### config.mk
export PLATFORM = sky130hd
export DESIGN_NAME = el2_lsu_bus_clken_gen
export DESIGN_NICKNAME = d
export VERILOG_FILES = /design/src/rtl/el2_lsu_bus_clken_gen.sv
export SDC_FILE = /design/constraint.sdc
export NUM_CORES = 1
export LEC_CHECK = 0
export ABC_AREA = 1
export BUFFER_PORTS_ARGS = -buffer_cell sky130_fd_sc_hd__buf_2
export CAP_MARGIN = 0
export CORE_MARGIN = 5
export CORE_UTILIZATION = 42
export CTS_CLUSTER_SIZE = 8
export DETAILED_ROUTE_END_ITERATION = 16
export MAX_ROUTING_LAYER = met4
export SLEW_MARGIN = 20
export SYNTH_ARGS = -nofsm -noshare
export SYNTH_HDL_FRONTEND = slang
export SYNTH_SLANG_ARGS = --single-unit
### constraint.sdc
create_clock -name clk -period 2 [get_ports clk]
set_input_delay 0.2 -clock clk [delete_from_list [all_inputs] [get_ports clk]]
set_output_delay 0.2 -clock clk [all_outputs]
set_load 0.02 [all_outputs]
### src/rtl/el2_lsu_bus_clken_gen.sv
// Purpose: generates the core-to-bus clock-ratio enable and runs a quiesce handshake around ratio changes.
// Latency: enable is registered; a ratio request completes 2 cycles after accept at best (drain time + ratio at worst).
// Backpressure: cfg_ratio_ready is low outside RUN; the requester holds cfg_ratio_valid until it is accepted.
module el2_lsu_bus_clken_gen #(
  parameter int RATIO_W     = 3,
  parameter int RESET_RATIO = 1
) (
  input  logic               clk,
  input  logic               rst,
  input  logic               cfg_ratio_valid,
  input  logic [RATIO_W-1:0] cfg_ratio,
  output logic               cfg_ratio_ready,
  output logic               cfg_ratio_done,
  input  logic               lsu_bus_buffer_empty_any,
  input  logic               lsu_busreq_r,
  input  logic               dec_tlu_force_halt,
  output logic               lsu_bus_quiesce,
  output logic               lsu_bus_clk_en,
  output logic [RATIO_W-1:0] bus_ratio_cur
);

  localparam logic [RATIO_W-1:0] ONE = RATIO_W'(1);

  // A zero reset ratio would mean "never enable"; treat it as divide-by-one,
  // the same way a zero request is treated.
  localparam logic [RATIO_W-1:0] RST_RATIO =
    (RESET_RATIO == 0) ? ONE : RATIO_W'(RESET_RATIO);

  // With cnt reset to 0, the enable is high at reset only for divide-by-one.
  localparam logic RST_EN = (RST_RATIO == ONE);

  typedef enum logic [1:0] {
    ST_RUN    = 2'd0,
    ST_DRAIN  = 2'd1,
    ST_SWITCH = 2'd2
  } state_t;

  state_t             state_q,   state_d;
  logic [RATIO_W-1:0] ratio_q,   ratio_d;
  logic [RATIO_W-1:0] cnt_q,     cnt_d;
  logic [RATIO_W-1:0] pending_q, pending_d;
  logic               clk_en_q,  clk_en_d;
  logic               done_q,    done_d;

  logic [RATIO_W-1:0] cnt_last;
  logic               cnt_wrap;
  logic               drain_ok;

  // Last count value of the current bus cycle; ratio is never zero, so no underflow.
  assign cnt_last = ratio_q - ONE;

  // The >= keeps the counter bounded even if it were ever above ratio-1.
  assign cnt_wrap = (cnt_q >= cnt_last);

  // Bus side is idle, or a force halt says we must not wait for it.
  assign drain_ok = (lsu_bus_buffer_empty_any & ~lsu_busreq_r) | dec_tlu_force_halt;

  // Next-state, counter and handshake outputs.
  always_comb begin
    state_d         = state_q;
    ratio_d         = ratio_q;
    pending_d       = pending_q;
    cnt_d           = cnt_wrap ? '0 : (cnt_q + ONE);
    done_d          = 1'b0;
    cfg_ratio_ready = 1'b0;
    lsu_bus_quiesce = 1'b0;

    case (state_q)
      ST_RUN: begin
        cfg_ratio_ready = 1'b1;
        if (cfg_ratio_valid) begin
          pending_d = (cfg_ratio == '0) ? ONE : cfg_ratio;
          state_d   = ST_DRAIN;
        end
      end

      // Old ratio stays live; new bus requests are held off until traffic drains.
      ST_DRAIN: begin
        lsu_bus_quiesce = 1'b1;
        if (drain_ok) begin
          state_d = ST_SWITCH;
        end
      end

      // Only switch on a cycle whose enable is high, so the change lands
      // exactly on a bus-cycle boundary and the new count starts at 0.
      ST_SWITCH: begin
        lsu_bus_quiesce = 1'b1;
        if (clk_en_q) begin
          state_d = ST_RUN;
          ratio_d = pending_q;
          cnt_d   = '0;
          done_d  = 1'b1;
        end
      end

      default: begin
        state_d = ST_RUN;
      end
    endcase

    // Enable follows the count it will be paired with next cycle.
    clk_en_d = (cnt_d == (ratio_d - ONE));
  end

  // State, ratio, counter and the registered enable/done outputs.
  always_ff @(posedge clk) begin
    if (rst) begin
      state_q   <= ST_RUN;
      ratio_q   <= RST_RATIO;
      cnt_q     <= '0;
      pending_q <= '0;
      clk_en_q  <= RST_EN;
      done_q    <= 1'b0;
    end else begin
      state_q   <= state_d;
      ratio_q   <= ratio_d;
      cnt_q     <= cnt_d;
      pending_q <= pending_d;
      clk_en_q  <= clk_en_d;
      done_q    <= done_d;
    end
  end

  assign lsu_bus_clk_en = clk_en_q;
  assign cfg_ratio_done = done_q;
  assign bus_ratio_cur  = ratio_q;

endmodule

# Word-level counts from Yosys, hierarchy flattened
# Cells that the tools add are included.
dict set report word_totals {
  reg_bits 13
  in_bits 9
  out_inout_bits 7
  elab_cells 39
}
dict set report classes {
  add_sub_neg 3
  magnitude_cmp 1
  eq_ne 6
  n_mux 13
  bitwise_logic 4
  n_reduce_logical 6
}
# cell n
set ops {}
lappend ops {{2-to-1 mux 3 bit} 6}
lappend ops {{2-to-1 mux 2 bit} 3}
lappend ops {{!= test 2 bit (second input constant)} 3}
lappend ops {{one-hot mux 2 bit (3 select lines)} 1}
lappend ops {{subtractor 3 x 1 -> 3 bit (second input constant)} 2}
lappend ops {{OR reduction 2 bit} 2}
lappend ops {{adder 3 x 1 -> 3 bit (second input constant)} 1}
lappend ops {{== test 3 bit} 1}
lappend ops {{>= comparator 3 bit} 1}
lappend ops {{zero test 3 bit} 1}
lappend ops {{2-to-1 mux 1 bit} 3}
lappend ops {{AND reduction 3 bit} 1}
lappend ops {{== test 2 x 1 -> 1 bit (second input constant)} 1}
lappend ops {{== test 2 bit (second input constant)} 1}
lappend ops {{zero test 2 bit} 1}
lappend ops {{inverter 1 bit} 2}
lappend ops {{AND reduction 2 bit} 1}
lappend ops {{AND 1 bit} 1}
lappend ops {{OR 1 bit} 1}

# Longest topological paths before layout
dict set report logic_depth {
  word_depth 6
  ltp_mapped 13
  ltp_nobuf 13
}

# Worst setup path after synthesis
# Ideal clock, no wire load.
dict set report synth_timing {
  path_type {register to register}
  from {reg ratio_q[0] (netlist: bus_ratio_cur[0])}
  to {reg clk_en_q (netlist: lsu_bus_clk_en)}
  setup_time_ns 0.115
  arrival_ns 1.672
  required_ns 1.885
  slack_ns 0.212
  stages_incl_launch_ff 13
  path_buffers 0
  period_less_slack_ns 1.788
  path_cell_list {dfxtp_1 inv_1 ha_1 xnor2_1 ha_1 nand2_1 nand2_1 a21oi_1 nand2_1 nand2_1 nand2_1 nand3_1 nand2_1}
}
dict set report synth_between {
  elab_chain_cells 6
  elab_cells_between_ends 9
  classes_between {add/sub: 2; order compare: 1; eq/ne: 1; mux: 5}
}
# element line
set synth_lines {}
lappend synth_lines {{start: declaration} 39} ;# logic [RATIO_W-1:0] ratio_q, ratio_d;
lappend synth_lines {{start signal: assignment} 117} ;# ratio_q <= ratio_d;
lappend synth_lines {{subtractor 3 x 1 -> 3 bit} 50} ;# assign cnt_last = ratio_q - ONE;
lappend synth_lines {{>= comparator 3 bit} 53} ;# assign cnt_wrap = (cnt_q >= cnt_last);
lappend synth_lines {{2-to-1 mux 3 bit} 63} ;# cnt_d = cnt_wrap ? '0 : (cnt_q + ONE);
lappend synth_lines {{2-to-1 mux 3 bit} 89} ;# if (clk_en_q) begin
lappend synth_lines {{2-to-1 mux 3 bit} 68} ;# case (state_q)
lappend synth_lines {{== test 3 bit *} 103} ;# clk_en_d = (cnt_d == (ratio_d - ONE));
lappend synth_lines {{end signal: assignment} 120} ;# clk_en_q <= clk_en_d;
lappend synth_lines {{end: declaration} 42} ;# logic clk_en_q, clk_en_d;
# Every way passes the cells marked *; elsewhere a longest branch is shown, timed or not.
# A chain may end at the register's enable or synchronous reset.

# Final worst setup path
dict set report layout_timing {
  from {reg state_q[0]}
  to {reg clk_en_q (netlist: lsu_bus_clk_en)}
}
dict set report layout_between {
  elab_chain_cells 4
  elab_cells_between_ends 5
  classes_between {add/sub: 1; eq/ne: 2; mux: 2}
}
# element line
set layout_lines {}
lappend layout_lines {{start: declaration} 38} ;# state_t state_q, state_d;
lappend layout_lines {{start signal: assignment} 116} ;# state_q <= state_d;
lappend layout_lines {{== test 2 bit *} 68}
lappend layout_lines {{2-to-1 mux 3 bit} 68}
lappend layout_lines {{subtractor 3 x 1 -> 3 bit} 103}
lappend layout_lines {{== test 3 bit *} 103}
# Marks and branches as above.

==> impl.org <==
** Floorplanning
- Row generation in the floorplan step produced 16 rows.
- Effective utilization at floorplan :: 42.89%
- The die is roughly 54 um wide.
- The core region is 0.001902 mm^2.
- Vertical die dimension :: 54.07 um
- Ports :: 16
- Die Footprint :: 0.002924 mm^2

** Clock tree
- Number of buffers inserted during clock tree synthesis :: 3
- H-tree levels :: 1
- In this run the post-CTS setup repair buffer count came out at 0.
- Number of buffers inserted for hold repair after clock tree synthesis :: 0
- TritonCTS built the clock tree.
- The tree built by TritonCTS fans out to 13 sinks.
- The clock passes through at most 2 buffers.
- At the later pin of the worst-skew pair, clock insertion delay measures 270 ps.
- The tree is rooted in a sky130_fd_sc_hd__clkbuf_4.
- Clock-pin slew was measured on the worst setup and hold paths at 80 ps.

** Critical path
- CP Class :: register to register
- Data on the critical path is required at its endpoint by roughly 2200 ps.
- Highest fanout seen on the critical path :: 8
- Kind of capture point of the worst setup path :: register
- At the worst endpoint, the arrival time is a little under 2000 ps.
- The worst setup path is launched from a register.

** Final layout
- Antenna cell count :: 0
- Area delta synth->final :: 16.41%
- The finished cells cover roughly 950 um^2.
- Core occupancy in the finished layout :: between 40% and 50%
- Nets :: 156
- Non-filler instance count after layout :: between 150 and 200
- Layout cells sized above 1 :: roughly 18%
- The filler cells instantiated in the layout total 206.

** STA
- Final number of max-transition violations :: 0
- Tightest slew margin relative to the limit :: 78.40%
- Setup repair after global routing left no endpoint under its margin.
- Setup TNS after final layout :: 0 ps
- Counting I/O delays and the setup requirement, the final critical path takes between 1500 and 2000 ps.
- Clk_skew :: about 3.4 ps
- Count of endpoints failing setup in the final report :: 0
- Derived from the worst setup path, the maximum achievable clock frequency is 567.2 MHz.
- The worst path uses 88.15% of the clock period.
- Number of hold violations in the final report :: 0
- Slew at the pin closest to its max-slew limit :: between 300 and 400 ps
- The tightest hold path in the finished design has a slack of 205.5 ps.

** Placement
- After detailed placement, the design holds a cell count of 159.
- Estimated wirelength of the detail-placed design :: roughly 1.4 mm
- GP Congestion :: 0.7924
- Number of buffer cells added on primary ports :: 15
- Summing all placed instances gives a cell area of slightly above 900 um^2.

** Yosys
- Largest cells by area after synthesis :: sky130_fd_sc_hd__dfxtp_1, sky130_fd_sc_hd__ha_1, sky130_fd_sc_hd__inv_1
- Sequential cells were found to cover 31.90% of the synthesized design area.
- Fraction of registers with async set or reset after synthesis :: 0%
- Count of distinct cell types in the synthesized netlist :: 18
- Total of flip-flops plus latches after synthesis :: 13
- The synthesized design devotes to its leading area cell type a little under a third of total area.
- Synth Cell Area :: ~820 um^2
- Counting flops with a built-in enable in the synthesized netlist gives 0.
- Mapped Cells :: ~120
- During synthesis, Yosys emitted a total of 0 warnings.
- Yosys instantiated no cell more often than sky130_fd_sc_hd__inv_1.
- Flip-flop cell with the highest count after synthesis :: sky130_fd_sc_hd__dfxtp_1
- The number of nets in the synthesized netlist is roughly 140.
- Syn Area/Cell :: a little under 7 um^2
- Synth cell count leaders :: sky130_fd_sc_hd__inv_1, sky130_fd_sc_hd__nand2_1, sky130_fd_sc_hd__dfxtp_1
- Dominant cell type by area after synthesis :: sky130_fd_sc_hd__dfxtp_1

** Detailed routing
- Total number of vias :: ~740
- Antenna-violating nets left :: 0
- After detailed routing, the average wire length per cell comes to 10.01 um.
- The first detailed-routing pass ran for 4 iterations.
- Number of remaining DRC errors :: 0
- Dividing the detail-routed via count by the number of cells gives about 4.5.
- Detailed Route Iter0 Violations :: 8
- After detailed routing, the total wire length is between 1.5 and 2 mm.

** Flow run
- Across the run, the number of max-cap violations was 0.

** Run status
- Run status :: completed

** GRT
- The via count of the first global-routing pass came to between 700 and 800.
- Fraction of met1 tracks used by global routing :: approximately 17%
- For met2 alone, demand over resource in global routing was between 20% and 30%.
- Maximum number of pins on one net before global-route repair :: 9
- Global-route usage over all layers :: 14.86%
- The layer flagged by global routing as most heavily used is met2.
- Overflow left after global routing :: 0
- Met3 routing resource usage after global routing :: under 10%
- Wire length of the first global-routing pass :: roughly 3.0 mm
- Antenna violations before repair :: 0

** Worst hold path
- Hold crit path type :: input port to register

** Power and ir drop
- Power density of the placed cells :: between 1000 and 1500 mW/mm^2
- Worst supply voltage drop on vdd :: ~780 uV
- The analysis attributes to cell leakage a power of between 0.4 and 0.5 nW.
final timing paths:
check / from / endpoint / slack [ps] / depth (start not counted)
setup / recovery: state_q[0] / lsu_bus_clk_en / 240 / 13
hold reg to reg: pending_q[2] / pending_q[2] / 480 / 2
setup reg to reg: state_q[0] / lsu_bus_clk_en / 240 / 13
hold / removal: rst / pending_q[0] / 210 / 2
sequential cells by signal, summed over array words and instances, names as in the netlist:
register        count
bus_ratio_cur       3
cnt_q               3
cfg_ratio_done      1
lsu_bus_clk_en      1
pending_q           3
state_q             2
where the power goes:
group | total (W) | internal [W] | leakage (nW) | switching (W)
Combinational | 0.000828 | 0.000311 | 0.376 | 0.000517
Sequential | 0.000403 | 0.000335 | 0.107 | 0.0000679
Clock | 0.000161 | 0.0000772 | 0.0150 | 0.0000836
Total | 0.00139 | 0.000724 | 0.497 | 0.000668
cells by family after synthesis:
group,synth area share [%]
AND/OR/NAND/NOR,28.99
buffers and inverters,11.96
AO/OA/AOI/OAI,10.74
flip-flops,31.90
adder cells (fa/ha/maj),15.34
XOR/XNOR,1.074
layout make-up:
type                       instances  area [um^2]  area share (%)
inverter                          25        93.84           9.881
timing repair buffer              15        75.07           7.905
sequential                        13        260.3           27.40
clock buffer                       4        26.28           2.767
multi-input combinational         79        460.4           48.48
tap                               27        33.78           3.557
metrics by stage:
stage / power (W) / worst slack [ps]
global placement: 0.001234 / 106.5
detailed placement: 0.001240 / 65.31
global route: 0.001581 / 18.67
finish: 0.001392 / 236.9
CTS: 0.001406 / 61.68
floorplan: 0.001060 / 212.1
cells in the final DEF (no fill, tap or decap), types with 2 or more instances in the layout:
cell type,instances
sky130_fd_sc_hd__o21ai_0,3
sky130_fd_sc_hd__inv_1,25
sky130_fd_sc_hd__dfxtp_1,13
sky130_fd_sc_hd__clkbuf_4,3
sky130_fd_sc_hd__nand2_1,24
sky130_fd_sc_hd__nand3_1,10
sky130_fd_sc_hd__nor3_1,3
sky130_fd_sc_hd__nor2_1,11
sky130_fd_sc_hd__o21ai_1,3
sky130_fd_sc_hd__nand2_2,2
sky130_fd_sc_hd__buf_2,15
sky130_fd_sc_hd__ha_1,9
sky130_fd_sc_hd__a21oi_1,7
per-layer routing:
| layer | share of wire, % | vias to the layer above |
|---|---|---|
| li1 | - | 403 |
| met1 | 47 | 324 |
| met2 | 49 | 12 |
| met3 | 3.2 | 2 |
| met4 | 0.55 | 0 |
| met5 | 0 | - |
worst max-delay path, cell delays in order, from the launching register on:
cell                      delay (ps)
sky130_fd_sc_hd__dfxtp_1         380
sky130_fd_sc_hd__inv_1            80
sky130_fd_sc_hd__ha_2            240
sky130_fd_sc_hd__nand2_4         140
sky130_fd_sc_hd__nand2_1          60
sky130_fd_sc_hd__o21ai_1         120
sky130_fd_sc_hd__ha_1            220
sky130_fd_sc_hd__inv_1            60
sky130_fd_sc_hd__nand3_1          80
sky130_fd_sc_hd__nand2_1          60
sky130_fd_sc_hd__nand2_1          60
sky130_fd_sc_hd__nand2_1          40
sky130_fd_sc_hd__nand3_1          70
sky130_fd_sc_hd__nand2_1          50
timing repair:
| item | in CTS | in global routing |
|---|---|---|
| endpoints found under the setup margin | 0 | 1 |
| endpoints found under the hold margin | 0 | 0 |
| gates resized for setup | 0 | 2 |
No activity file was read; power rests on OpenSTA's default activity.
